### config.mk
export PLATFORM = sky130hd
export DESIGN_NAME = adc_sample_conditioner
export DESIGN_NICKNAME = d
export VERILOG_FILES = /design/src/rtl/adc_sample_conditioner.sv
export SDC_FILE = /design/constraint.sdc
export NUM_CORES = 1
export LEC_CHECK = 0
export ABC_AREA = 1
export CAP_MARGIN = 40
export CORE_MARGIN = 2
export CORE_UTILIZATION = 55
export CTS_CLUSTER_SIZE = 28
export DETAILED_ROUTE_END_ITERATION = 6
export GPL_ROUTABILITY_DRIVEN = 0
export HOLD_SLACK_MARGIN = 0.12
export PLACE_DENSITY = 0.83
export SLEW_MARGIN = 20
export SYNTH_ARGS = -nofsm -noshare
export SYNTH_HDL_FRONTEND = slang
export SYNTH_SLANG_ARGS = --single-unit
### constraint.sdc
create_clock -name clk_78MHz_i -period 3.4 [get_ports clk_78MHz_i]
set_input_delay 0.68 -clock clk_78MHz_i [delete_from_list [all_inputs] [get_ports clk_78MHz_i]]
set_output_delay 0.68 -clock clk_78MHz_i [all_outputs]
set_load 0.005 [all_outputs]
### src/rtl/adc_sample_conditioner.sv
// XADC result conditioning: offset binary to two's complement, box-car average and
// decimate by 2^DEC_LOG2, then buffer in a show-ahead FIFO toward the FIR filter.
module adc_sample_conditioner #(
    parameter int DEC_LOG2   = 2,
    parameter int FIFO_DEPTH = 4
) (
    input  logic                        clk_78MHz_i,
    input  logic                        reset_i,
    input  logic [15:0]                 adc_data_i,
    input  logic                        adc_ready_i,
    input  logic                        fir_ready_i,
    input  logic                        clear_i,
    output logic signed [11:0]          sample_o,
    output logic                        valid_o,
    output logic [$clog2(FIFO_DEPTH):0] count_o,
    output logic                        overflow_o
);
    localparam int AW    = $clog2(FIFO_DEPTH);
    localparam int CW    = AW + 1;
    localparam int ACC_W = 12 + DEC_LOG2;
    localparam int PH_W  = (DEC_LOG2 > 0) ? DEC_LOG2 : 1;
    localparam logic [PH_W-1:0] PH_LAST = PH_W'((1 << DEC_LOG2) - 1);

    logic signed [11:0]      x_q;
    logic                    cap_q;
    logic signed [ACC_W-1:0] acc_q, acc_d, sum_w;
    logic [PH_W-1:0]         ph_q, ph_d;
    logic                    push_w;
    logic [11:0]             push_data_w;

    logic [11:0]             mem_q [FIFO_DEPTH];
    logic [AW-1:0]           wr_ptr_q, rd_ptr_q, rd_next_w;
    logic [CW-1:0]           cnt_q, cnt_d;
    logic                    full_w, pop_w, wr_en_w, drop_w, ovf_q;
    logic [11:0]             head_q, head_d;

    logic                    unused_nibble;
    assign unused_nibble = ^adc_data_i[3:0];

    always_ff @(posedge clk_78MHz_i or negedge reset_i) begin
        if (!reset_i) begin
            x_q   <= '0;
            cap_q <= 1'b0;
        end else begin
            cap_q <= adc_ready_i;
            if (adc_ready_i) begin
                x_q <= {~adc_data_i[15], adc_data_i[14:4]};
            end
        end
    end

    // The final sample of a group is folded in combinationally so the group
    // result leaves on the same edge the accumulator is cleared.
    always_comb begin
        sum_w       = acc_q + ACC_W'(x_q);
        push_data_w = 12'(sum_w >>> DEC_LOG2);
        push_w      = cap_q && (ph_q == PH_LAST);
        acc_d       = acc_q;
        ph_d        = ph_q;
        if (cap_q) begin
            if (ph_q == PH_LAST) begin
                acc_d = '0;
                ph_d  = '0;
            end else begin
                acc_d = sum_w;
                ph_d  = ph_q + PH_W'(1);
            end
        end
    end

    always_ff @(posedge clk_78MHz_i or negedge reset_i) begin
        if (!reset_i) begin
            acc_q <= '0;
            ph_q  <= '0;
        end else begin
            acc_q <= acc_d;
            ph_q  <= ph_d;
        end
    end

    always_comb begin
        full_w    = (cnt_q == CW'(FIFO_DEPTH));
        pop_w     = (cnt_q != '0) && fir_ready_i;
        wr_en_w   = push_w && (!full_w || pop_w);
        drop_w    = push_w && full_w && !pop_w;
        rd_next_w = pop_w ? rd_ptr_q + AW'(1) : rd_ptr_q;
        cnt_d     = cnt_q;
        if (wr_en_w && !pop_w) begin
            cnt_d = cnt_q + CW'(1);
        end else if (!wr_en_w && pop_w) begin
            cnt_d = cnt_q - CW'(1);
        end
        // Head register: the entry being written becomes head only when it lands on rd_next.
        head_d = head_q;
        if (cnt_d != '0) begin
            if (wr_en_w && (wr_ptr_q == rd_next_w)) begin
                head_d = push_data_w;
            end else begin
                head_d = mem_q[rd_next_w];
            end
        end
    end

    always_ff @(posedge clk_78MHz_i) begin
        if (wr_en_w) begin
            mem_q[wr_ptr_q] <= push_data_w;
        end
    end

    always_ff @(posedge clk_78MHz_i or negedge reset_i) begin
        if (!reset_i) begin
            wr_ptr_q <= '0;
            rd_ptr_q <= '0;
            cnt_q    <= '0;
            head_q   <= '0;
            ovf_q    <= 1'b0;
        end else begin
            if (wr_en_w) begin
                wr_ptr_q <= wr_ptr_q + AW'(1);
            end
            rd_ptr_q <= rd_next_w;
            cnt_q    <= cnt_d;
            head_q   <= head_d;
            if (drop_w) begin
                ovf_q <= 1'b1;
            end else if (clear_i) begin
                ovf_q <= 1'b0;
            end
        end
    end

    assign sample_o   = head_q;
    assign valid_o    = (cnt_q != '0);
    assign count_o    = cnt_q;
    assign overflow_o = ovf_q;

endmodule

# [Yosys cells after proc, flatten, opt, wreduce, memory -nomap -nowiden]
# Memory sizes are Yosys's and may differ from the RTL's. A register that Yosys moved wholly into a read port is not among the register bits.
# Cells that the tools add are included.
[word_totals] reg_bits=37 mem_bits_rw=48 output_inout_bits=17 word_cells=42 mem_count=1
[mem_list] memory="mem_q" depth=4 word_bits=12 read_ports=1 rd_ports_with_merged_regs=1 wr=1 line="31" rtl="logic [11:0] mem_q [FIFO_DEPTH];"
[op_classes] add_sub_neg=6 n_eq_ne=2 mux=9 bitwise_logic=1 n_reduce_logical=15
[op_table] operator="adder 14 x 12 -> 14 bit" count=1
[op_table] operator="2-to-1 mux 14 bit" count=1
[op_table] operator="logical AND 1 bit" count=7
[op_table] operator="adder 2 x 1 -> 2 bit, second input constant" count=3
[op_table] operator="2-to-1 mux 3 bit" count=2
[op_table] operator="nonzero test 3 bit" count=2
[op_table] operator="logical NOT 1 bit" count=4
[op_table] operator="2-to-1 mux 1 bit" count=4
[op_table] operator="2-to-1 mux 2 bit" count=2
[op_table] operator="adder 3 x 1 -> 3 bit, second input constant" count=1
[op_table] operator="== test 3 bit, second input constant" count=1
[op_table] operator="subtractor 3 x 1 -> 3 bit, second input constant" count=1
[op_table] operator="== test 2 bit, second input constant" count=1
[op_table] operator="nonzero test 2 bit" count=1
[op_table] operator="logical OR 1 bit" count=1
[op_table] operator="inverter 1 bit" count=1

# [Depth between registers and ports, before layout]
[logic_depth] ltp_word=9 ltp_mapped=14 ltp_nobuf=13

# [Worst setup path after synthesis]
# Ideal clock, no wire load.
[synth_timing] path_type="reg2reg" from="register cnt_q[0], in the netlist count_o[0]" to="memory mem_q[0][0], enable pin" setup_ns=0.380 t_arrival_ns=1.614 slack_ns=1.406 path_stages_with_launch=8 n_path_buf=0 cell_sequence="dfrtp_1 inv_1 ha_1 nand2_2 nor2_4 nor2_8 inv_1 nor2_1"
[synth_via] elab_chain_cells=6 elab_cells_between_ends=8
[synth_lines] item="start, declared" line="33" rtl="logic [CW-1:0] cnt_q, cnt_d;"
[synth_lines] item="start signal, assigned" line="122" rtl="cnt_q <= cnt_d;"
[synth_lines] item="== test 3 bit / nonzero test 3 bit (equally long branches)" line="82, 83"
[synth_lines] item="logical NOT 1 bit / logical AND 1 bit (equally long branches)" line="84, 83"
[synth_lines] item="logical OR 1 bit (*)" line="84" rtl="wr_en_w = push_w && (!full_w || pop_w);"
[synth_lines] item="logical AND 1 bit (*)" line="84"
[synth_lines] item="2-to-1 mux 1 bit (*)" line="105" rtl="if (wr_en_w) begin"
[synth_lines] item="2-to-1 mux 1 bit (not written as such) (*)" line="106" rtl="mem_q[wr_ptr_q] <= push_data_w;"
[synth_lines] item="end, declared" line="31"
# Mark *: on every way between the ends. The rest lies on a longest branch, timed or not.

# [Final worst setup path]
[layout_timing] from="input port fir_ready_i" to="register head_q[1], in the netlist sample_o[1], read port of mem_q"
[layout_via] elab_chain_cells=8 elab_cells_between_ends=11
[layout_lines] item="start, declared" line="11" rtl="input logic fir_ready_i,"
[layout_lines] item="logical AND 1 bit (*)" line="83" rtl="pop_w = (cnt_q != '0) && fir_ready_i;"
[layout_lines] item="logical OR 1 bit" line="84"
[layout_lines] item="logical AND 1 bit" line="84"
[layout_lines] item="logical NOT 1 bit" line="90" rtl="end else if (!wr_en_w && pop_w) begin"
[layout_lines] item="logical AND 1 bit" line="90"
[layout_lines] item="2-to-1 mux 3 bit" line="90"
[layout_lines] item="2-to-1 mux 3 bit" line="88" rtl="if (wr_en_w && !pop_w) begin"
[layout_lines] item="nonzero test 3 bit" line="95" rtl="if (cnt_d != '0) begin"
[layout_lines] item="end, declared" line="35" rtl="logic [11:0] head_q, head_d;"
# Marked as above.
# A chain may end at the register's enable or synchronous reset.

==> impl_results.md <==
* Number of enable flip-flop cells after synthesis at 48
* Syn nets at 640
* Total count of max-transition violations in the final report at 0
* Worst slew pin tran at 0.5910 ns
* Final critical-path required period at 2.664 ns
* Status: complete, no violations
* Worst-path cell with the longest stage delay: clkdlybuf4s50_1
* Count of buffers from port buffering at 33
* Top cell family by delay on the critical path: simple AND/OR/NAND/NOR gates
* R2r setup slk at 0.98 ns
* Antenna violation net count after detailed routing at 0
* Die area at 10,140 µm²
* Largest area contributor in the synthesized netlist: edfxtp_1
* Post-Route Setup TNS at 0 ns
* Initial cell density of the core at 0.5620
* Layout fillers at 749
* Average detailed-routed wire length per instance at 15.14 µm
* Relative slew slack at 0.6051
* Vias in the first global route at 4,092
* Core Util, Final at 0.6327
* Worst reg2reg endpoint: sample_o[1]
* Flip-flop cell with the highest count after synthesis: dfrtp_1
* Critical path start-end classification: in -> reg
* Vias after detailed routing at 4,097
* Power density over cell area at 919.0 nW/µm²
* Post-Place Setup Slack at 0.3871 ns
* Area overhead of the layout relative to synthesis at 12.58%
* Ranking of synthesized cells by area: edfxtp_1 (28%), dfrtp_1 (24%), nand2_1 (15%)
* Design Area, Final at 5791 µm²
* Max Fclk at 375.4 MHz
* Antenna diode count at 0
* Power consumption at 5.322 mW
* Total wire length at 11.34 mm
* Clock sinks at 97
* Most frequent cell on the critical path: nand2_1
* Number of maximum-capacitance constraint violations at 0
* Post-route worst setup slack at 0.7359 ns
* Worst-skew pair later-pin latency at 0.37 ns
* Number of buffers added by the clock tree synthesis step at 9
* Netlist Area Pre-Place at 5144 µm²
* Post-detail-place hpwl at 8.132 mm
* Net total in the final layout at 676
* Critical path cell sequence: clkdlybuf4s50_1 -> nand3_2 -> nand2_1 -> nand2_1 -> nand3_1 -> nand2_1 -> inv_1 -> nand2_1 -> nand3_1 -> nand2_1
* Num rows at 35
* Number of setup buffers added after CTS at 0
* Portion of synthesized cell area occupied by the leading cell type at 0.2802
* Total I/O pin count at 38
* Initial detailed-routing violation count at 216
* Aggregate global-route resource usage at 0.2457
* Total number of yosys warnings at 0
* CP required at 3.66 ns
* Post-synthesis instance total at 597
* Critical Path End Type: flop
* RSZ-0062 raised after global routing: no
* DRC errors left at 0
* GR Overflow Total at 0
* Final number of setup-violating endpoints at 0
* Source of the worst register-to-register timing path: count_o[0]
* Worst hold path type: in -> async
* Cell area reported after detailed placement at 5585 µm²
* Number of detailed-route iterations in the first pass at 5
* Max IR drop VDD at 384.2 µV
* Leakage at 2.837 nW
* Final cycle utilization of the critical path at 0.7836
* Cells resized by post-CTS repair at 0
* Most frequent cells after synthesis: nand2_1 (203), inv_1 (84), nand3_1 (77)
* Core Box Area at 9153 µm²
* FF-to-FF path depth at 12
* Final Hold Violating Endpoints at 0
* Arrival @ worst endpoint at 2.92 ns
* Layout cell share with drive strength beyond 1 at 0.06583
* Post-synthesis average cell area at 8.616 µm²
* Total buffers and inverters traversed by the critical path at 2
* Clock tree from TritonCTS: done
* Most frequent cell after synthesis: nand2_1
* Proportion of synthesized flip-flops having asynchronous set or reset at 0.5052
* Cell at the root of the clock tree: clkbuf_8
* Via density at 5.470
* Number of antenna violations at the first check in global routing at 0
* Global-route wire length before repair at 19.04 mm
* Clock transition at the registers of the reported paths at 0.09 ns
* Worst Clk Skew at 0.01171 ns
* Maximum number of pins on one net before global-route repair at 30
* Share of the yosys chip area belonging to registers at 0.5186
* Die Height at 100.7 µm
* H-tree depth at 3
* Hold buffer count at CTS at 0
* CP startpoint kind: primary input
* Unique cell type count in the Yosys netlist at 30
* Largest fanout on the critical path at 13
* Width of the die at 100.7 µm
* Slowest Stage Delay on Critical Path at 0.71 ns
* Maximum buffer depth of the clock tree at 2
* Flip-flop and latch count after synthesis at 97
==> report_power, final <==
group / total (mW) / switching [mW] / internal, mW / leakage [nW]
Combinational: 2.67 / 1.73 / 0.941 / 1.70
Clock: 0.791 / 0.378 / 0.413 / 0.104
Sequential: 1.86 / 0.179 / 1.68 / 1.03
Total: 5.32 / 2.29 / 3.03 / 2.84
==> worst max-delay path by stage <==
| stage | startpoint | endpoint | slack, ns | depth (start not counted) |
|---|---|---|---|---|
| 2_1_floorplan | count_o[0] | mem_q[0][0] | 1.41 | 7 |
| 3_3_place_gp | fir_ready_i | sample_o[1] | 0.46 | 10 |
| 3_5_place_dp | fir_ready_i | sample_o[1] | 0.39 | 10 |
| 4_1_cts | fir_ready_i | sample_o[1] | 0.77 | 10 |
| 5_1_grt | fir_ready_i | sample_o[11] | 0.58 | 8 |
| 6_report | fir_ready_i | sample_o[1] | 0.74 | 10 |
==> cell type report <==
class                      instances  area [µm²]  share of cell area
clock buffer                      12       135.1             0.02334
tap                              111       138.9             0.02398
clock inverter                     4       70.07             0.01210
inverter                          88       330.3             0.05704
timing repair buffer              42       392.9             0.06785
multi-input combinational        395        2056              0.3550
sequential                        97        2668              0.4607
==> cells in the final DEF, fill, tap and decap left out, drive strengths merged <==
cell,synthesis,routed
nor2,22,22
and2,2,2
o21ai,17,17
a21oi,7,7
clkbuf,6,12
edfxtp,48,48
a22o,2,2
xnor2,8,8
inv,88,88
o32ai,1,1
nand3b,15,15
clkdlybuf4s50,0,32
ha,21,21
clkinv,0,2
bufinv,0,2
buf,11,10
nand4,6,6
fa,1,1
dfrtp,49,49
nand3,79,79
xor2,3,3
nand2,210,210
a21o,1,1
==> per-layer routing <==
layer,GRT usage,wire (µm),up-vias
met1,0.2920,4419,1936
met5,0,0,-
li1,-,-,1986
met3,0.04924,712,30
met2,0.4492,5975,145
met4,0.07060,234,0
==> flip-flops by register name (all words and copies together), names as in the netlist <==
signal and cells:
acc_q 14, cap_q 1, x_q 12, sample_o 12, ph_q 2, overflow_o 1
rd_ptr_q 2, wr_ptr_q 2, mem_q 48, count_o 3
==> logic make-up (layout without fill, tap and decap cells) <==
group                      count (synthesis)  count (layout)  share of synthesized area
DFF                                       97              97                     0.5186
buffers and inverters                    105             146                    0.08173
and+or+nand+nor                          334             334                     0.2946
xor gates and xnor gates                  11              11                    0.01873
adders and majority gates                 22              22                    0.05497
AOI/OAI and AO/OA                         28              28                    0.03138
==> metrics by stage <==
stage          hold WS (ns)  std cells
3_5_place_dp         0.4688        733
6_report             0.2840        749
4_1_cts              0.2997        749
5_1_grt              0.3062        749
2_1_floorplan        0.3844        597
3_3_place_gp         0.4601        733
Power figures use the tool's default switching activity.
